File: src/rtl/imm_pkg.sv
// Shared definitions for the pipelined immediate generator: format codes and
// the occupancy state encoding of the output buffer.
package imm_pkg;

    localparam logic [2:0] IMM_NONE  = 3'b000;
    localparam logic [2:0] IMM_I     = 3'b001;
    localparam logic [2:0] IMM_S     = 3'b010;
    localparam logic [2:0] IMM_B     = 3'b011;
    localparam logic [2:0] IMM_U     = 3'b100;
    localparam logic [2:0] IMM_J     = 3'b101;
    localparam logic [2:0] IMM_SHAMT = 3'b110;
    localparam logic [2:0] IMM_ILL   = 3'b111;

    typedef enum logic [1:0] {
        ST_EMPTY = 2'd0,
        ST_ONE   = 2'd1,
        ST_FULL  = 2'd2
    } state_t;

endpackage

File: src/rtl/imm_ext_comb.sv
// Combinational immediate formatter: instr[31:7] plus format code to an
// XLEN-wide sign/zero-extended immediate, with an illegal-code flag.
module imm_ext_comb
    import imm_pkg::*;
#(
    parameter int XLEN  = 32,
    parameter bit EN_UJ = 1'b1
) (
    input  logic [24:0]     instr,
    input  logic [2:0]      imm_src,
    output logic [XLEN-1:0] imm,
    output logic            illegal
);

    // instr[k] holds architectural bit k+7
    logic [31:0] lo;
    logic        hi;

    always_comb begin
        lo      = '0;
        hi      = 1'b0;
        illegal = 1'b0;
        case (imm_src)
            IMM_NONE: ;
            IMM_I: begin
                lo = {{20{instr[24]}}, instr[24:13]};
                hi = instr[24];
            end
            IMM_S: begin
                lo = {{20{instr[24]}}, instr[24:18], instr[4:0]};
                hi = instr[24];
            end
            IMM_B: begin
                lo = {{19{instr[24]}}, instr[24], instr[0], instr[23:18], instr[4:1], 1'b0};
                hi = instr[24];
            end
            IMM_U: begin
                if (EN_UJ) begin
                    lo = {instr[24:5], 12'b0};
                    hi = instr[24];
                end else begin
                    illegal = 1'b1;
                end
            end
            IMM_J: begin
                if (EN_UJ) begin
                    lo = {{11{instr[24]}}, instr[24], instr[12:5], instr[13], instr[23:14], 1'b0};
                    hi = instr[24];
                end else begin
                    illegal = 1'b1;
                end
            end
            IMM_SHAMT: lo = (XLEN == 64) ? {26'b0, instr[18:13]} : {27'b0, instr[17:13]};
            default:   illegal = 1'b1;
        endcase
    end

    // upper half only exists for XLEN=64; the loop is empty at XLEN=32
    always_comb begin
        imm       = '0;
        imm[31:0] = lo;
        for (int unsigned k = 32; k < XLEN; k++) imm[k] = hi;
    end

endmodule

File: src/rtl/imm_gen_pipe.sv
// Decode-stage immediate generator with registered output and a 2-entry
// skid buffer (main M, skid S) under valid/ready handshakes on both sides.
module imm_gen_pipe
    import imm_pkg::*;
#(
    parameter int XLEN  = 32,
    parameter int TAG_W = 5,
    parameter bit EN_UJ = 1'b1
) (
    input  logic             clk,
    input  logic             reset,
    input  logic             flush,
    input  logic             in_valid,
    output logic             in_ready,
    input  logic [24:0]      in_instr,
    input  logic [2:0]       in_imm_src,
    input  logic [TAG_W-1:0] in_tag,
    output logic             out_valid,
    input  logic             out_ready,
    output logic [XLEN-1:0]  out_imm,
    output logic [TAG_W-1:0] out_tag,
    output logic             out_illegal
);

    if (XLEN != 32 && XLEN != 64) begin : g_bad_xlen
        $error("imm_gen_pipe: XLEN must be 32 or 64");
    end

    state_t state, state_next;
    logic   in_xfer, out_xfer;
    logic   load_m_in, load_m_s, load_s_in;

    logic [XLEN-1:0]  ext_imm, m_imm, s_imm;
    logic             ext_ill, m_ill, s_ill;
    logic [TAG_W-1:0] m_tag, s_tag;

    imm_ext_comb #(
        .XLEN (XLEN),
        .EN_UJ(EN_UJ)
    ) u_ext (
        .instr  (in_instr),
        .imm_src(in_imm_src),
        .imm    (ext_imm),
        .illegal(ext_ill)
    );

    assign out_valid   = (state != ST_EMPTY);
    assign in_xfer     = in_valid & in_ready;
    assign out_xfer    = out_valid & out_ready;
    assign out_imm     = m_imm;
    assign out_tag     = m_tag;
    assign out_illegal = m_ill;

    always_comb begin
        state_next = state;
        load_m_in  = 1'b0;
        load_m_s   = 1'b0;
        load_s_in  = 1'b0;
        case (state)
            ST_EMPTY: begin
                if (in_xfer) begin
                    state_next = ST_ONE;
                    load_m_in  = 1'b1;
                end
            end
            ST_ONE: begin
                if (in_xfer && out_xfer) begin
                    load_m_in = 1'b1;
                end else if (in_xfer) begin
                    state_next = ST_FULL;
                    load_s_in  = 1'b1;
                end else if (out_xfer) begin
                    state_next = ST_EMPTY;
                end
            end
            ST_FULL: begin
                if (out_xfer) begin
                    state_next = ST_ONE;
                    load_m_s   = 1'b1;
                end
            end
            default: state_next = ST_EMPTY;
        endcase
        // flush drops held entries and any input offered this cycle
        if (flush) begin
            state_next = ST_EMPTY;
            load_m_in  = 1'b0;
            load_m_s   = 1'b0;
            load_s_in  = 1'b0;
        end
    end

    always_ff @(posedge clk) begin
        if (reset) begin
            state    <= ST_EMPTY;
            in_ready <= 1'b1;
            m_imm    <= '0;
            m_tag    <= '0;
            m_ill    <= 1'b0;
            s_imm    <= '0;
            s_tag    <= '0;
            s_ill    <= 1'b0;
        end else begin
            state    <= state_next;
            in_ready <= (state_next != ST_FULL);
            if (load_m_in) begin
                m_imm <= ext_imm;
                m_tag <= in_tag;
                m_ill <= ext_ill;
            end else if (load_m_s) begin
                m_imm <= s_imm;
                m_tag <= s_tag;
                m_ill <= s_ill;
            end
            if (load_s_in) begin
                s_imm <= ext_imm;
                s_tag <= in_tag;
                s_ill <= ext_ill;
            end
        end
    end

endmodule

File: config.mk
export PLATFORM = sky130hd
export DESIGN_NAME = imm_gen_pipe
export DESIGN_NICKNAME = d
export VERILOG_FILES = /design/src/rtl/imm_pkg.sv /design/src/rtl/imm_ext_comb.sv /design/src/rtl/imm_gen_pipe.sv
export SDC_FILE = /design/constraint.sdc
export NUM_CORES = 1
export LEC_CHECK = 0
export ABC_AREA = 1
export CAP_MARGIN = 20
export CORE_MARGIN = 5
export CORE_UTILIZATION = 30
export CTS_BUF_LIST = sky130_fd_sc_hd__clkbuf_8 sky130_fd_sc_hd__clkbuf_16
export CTS_CLUSTER_SIZE = 20
export DETAILED_ROUTE_END_ITERATION = 8
export PLACE_DENSITY = 0.54
export REMOVE_ABC_BUFFERS = 1
export SYNTH_ARGS = -nofsm -noshare
export SYNTH_HDL_FRONTEND = slang
export SYNTH_HIERARCHICAL = 1
export SYNTH_SLANG_ARGS = --single-unit
File: constraint.sdc
create_clock -name clk -period 3.75 [get_ports clk]
set_input_delay 0.5625 -clock clk [delete_from_list [all_inputs] [get_ports clk]]
set_output_delay 0.5625 -clock clk [all_outputs]
set_load 0.1 [all_outputs]
==> results_dict.tcl <==
set metrics [dict create \
    seq_power_share 0.385 \
    first_pass_iters 5 \
    antenna_found_initial 0 \
    viasPerCell 4.753 \
    crit_family "buffers and inverters" \
    layout.cells.most_common "sky130_fd_sc_hd__nand2_1" \
    vias 4054 \
    setup_viol_count_final 0 \
    grt_pass1_wl_um 19770 \
    post_synth_inst_count 625 \
    placement.cell_area_um2 4788 \
    postCtsSetupBuffers 0 \
    final.setup_skew_ns 0.003692 \
    drc_errors 0 \
    crit_path_top_delay_cell "sky130_fd_sc_hd__clkdlybuf4s50_1" \
    setup.worst_path.class "register to primary output" \
    dp_slack_ns 1.071 \
    ant_nets 0 \
    grt_pass1_vias 3905 \
    area.sequential_um2 1582 \
    initial_utilization 0.3058 \
    portBuffers 77 \
    filler_cell_count 1369 \
    p_clk_frac 0.394 \
    final.period_utilization 0.7101 \
    final-max-slew-violation-count 0 \
    worst_hold_path_class "register to register" \
    placeableCoreArea_um2 13190 \
    postCtsHoldBufs 0 \
    timing.max_slew.rel_slack 0.3415 \
    layout_cells_sized_above_1 0.04579 \
    power.combinational.fraction 0.220 \
    crit_path_cell_trace "nor2_1 > inv_1 > clkdlybuf4s50_1" \
    post_layout_nonfiller_instances 853 \
    number_of_levels_in_the_clock_h_tree 3 \
    path_max_fanout 8 \
    clk-insertion-delay-late_ns 0.33 \
    avgSynthCellArea_um2 6.454 \
    post_detailed_routing_wire_length_um 11960 \
    layout_min_cycle_time_ns 2.663 \
    avgRoutedWirePerCell_um 14.02 \
    tritoncts "done" \
    power.switching_w 0.0007207 \
    global_route_usage_over_all_layers 0.1503 \
    place_inst 838 \
    crit_path_max_incr_delay_ns 1.14 \
    cts-root-buf "sky130_fd_sc_hd__clkbuf_16" \
    total_leakage_power_nw 2.304 \
    setup_total_negative_slack_ns 0 \
    finalCoreUtilization 0.3867 \
    power.density_nw_per_um2 457.2 \
    die_area_um2 15860 \
    antenna_cells_inserted 0 \
    numCtsBuffers 9 \
    p_int_w 0.001611 \
    synth.lib_cells_used.distinct 18 \
    cts_repair_resize_count 0 \
    mostFrequentLayoutCells "148 x sky130_fd_sc_hd__nand2_1, 106 x sky130_fd_sc_hd__nand3_1, 86 x sky130_fd_sc_hd__nor2_1" \
    die_width_um 126.0 \
    gpl.final_weighted_congestion 0.8408 \
    worstSetupEndpointType "primary output" \
    worstPathArrival_ns 2.10 \
    grt_overflow 0 \
    grt_setup_unrepaired "false" \
    area_growth_syn_to_layout_pct 26.46 \
    sort_of_element_at_the_start_of_the_critical_path "register" \
    grt_start_max_net_pins 51 \
    drt_iter0_drc 278 \
    synth_seq_area_share 0.3921 \
    fin_area_um2 5101 \
    cts.clk_slew.worst_paths_ns 0.06 \
    io_count 78 \
    layout.nets 711 \
    multi_input_comb_area_um2 1933 \
    setup_slack_on_the_worst_flop_to_flop_path_ns 1.82 \
    maxClockFrequency_mhz 375.5 \
    cts_num_sinks 79 \
    yosysWarningCount 6 \
    synth_area_um2 4034 \
    die_y_um 126.0 \
    critical_path.n_buffers_inverters 2 \
    status "finished, final reports clean" \
    max-vdd-ir-drop_v 0.0002017 \
    post-route-worst-setup-slack_ns 1.087 \
    final_hold_violating_endpoints 0 \
    site_rows 42 \
    place.detailed.hpwl_um 7567 \
    worstMarginPinSlew_ns 0.9846 \
    cts.path.max_buffers 2 \
    netSwitchingFraction 0.3090 \
    synth.ff_latch_count 79 \
    critical_path_required_ns 3.19 \
    drv.max_cap_violation_count 0 \
]
[Yosys cell counts]
cell type | count | area share
sky130_fd_sc_hd__buf_4 | 13 | 0.024
sky130_fd_sc_hd__o21ai_1 | 5 | 0.0062
sky130_fd_sc_hd__buf_2 | 13 | 0.016
sky130_fd_sc_hd__inv_2 | 5 | 0.0047
sky130_fd_sc_hd__nor3_4 | 1 | 0.0040
sky130_fd_sc_hd__dfxtp_1 | 79 | 0.39
sky130_fd_sc_hd__nand3_1 | 106 | 0.13
sky130_fd_sc_hd__clkbuf_1 | 13 | 0.012
sky130_fd_sc_hd__o21ai_0 | 47 | 0.058
sky130_fd_sc_hd__inv_1 | 53 | 0.049
sky130_fd_sc_hd__nor2_1 | 86 | 0.080
sky130_fd_sc_hd__nand2_2 | 2 | 0.0031
sky130_fd_sc_hd__nand4_1 | 2 | 0.0031
sky130_fd_sc_hd__nor3_1 | 1 | 0.0012
sky130_fd_sc_hd__nor2_2 | 2 | 0.0031
sky130_fd_sc_hd__buf_6 | 8 | 0.022
sky130_fd_sc_hd__nand2_1 | 148 | 0.14
sky130_fd_sc_hd__a21oi_1 | 41 | 0.051
[path summary, 6_finish.rpt]
check	from	endpoint	cells past startpoint
worst max-delay path	state[1]	out_valid	3
worst min-delay path	out_tag[1]	out_tag[1]	2
worst max register to register	state[1]	s_imm[7]	7
worst min register to register	out_tag[1]	out_tag[1]	2
[cells by family after synthesis]
logic type             count (synthesis)  synth area share
and+or+nand+nor                      348            0.3638
buffers and inverters                105            0.1287
AOI/OAI and AO/OA                     93            0.1154
DFF                                   79            0.3921
[metal layers]
metal | track usage | wire length (um)
met4 | 0.07445 | 274
met3 | 0.02202 | 440
met1 | 0.1863 | 5373
met2 | 0.2548 | 5868
met5 | 0 | 0
[stage by stage]
| step | hold slack (ns) | power, W |
|---|---|---|
| floorplan | 0.4653 | 0.001265 |
| global route | 0.4990 | 0.002431 |
| detailed placement | 0.4767 | 0.001433 |
| CTS | 0.4852 | 0.002361 |
| finish | 0.4806 | 0.002332 |
| global placement | 0.4740 | 0.001427 |
[worst min-delay path, delay by kind of cell (launching register included)]
kind | cells | cell delay [ns]
AO/OA/AOI/OAI | 1 | 0.06
flip-flops | 1 | 0.30
AND/OR/NAND/NOR | 1 | 0.07
[power groups by stage]
stage	sequential [W]	clock [W]	combinational (W)
finish	0.000898	0.000920	0.000514
global route	0.000904	0.000977	0.000550
CTS	0.000899	0.000945	0.000517
detailed placement	0.000917	0	0.000515
global placement	0.000916	0	0.000512
floorplan	0.00112	0	0.000146
[registers in the layout, indices dropped and copies added, names as in the netlist]
name,cells
out_imm,32
s_imm,32
out_tag,5
s_tag,5
state,2
in_ready,1
out_illegal,1
s_ill,1
[cell type report]
cell class                 count  share of cell area
inverter                      58             0.04268
multi-input combinational    441              0.3790
clock buffer                  10             0.04685
tap                          176             0.04317
clock inverter                 5             0.01447
sequential                    79              0.3100
timing repair buffer          84              0.1638
Power figures use the tool's default switching activity.
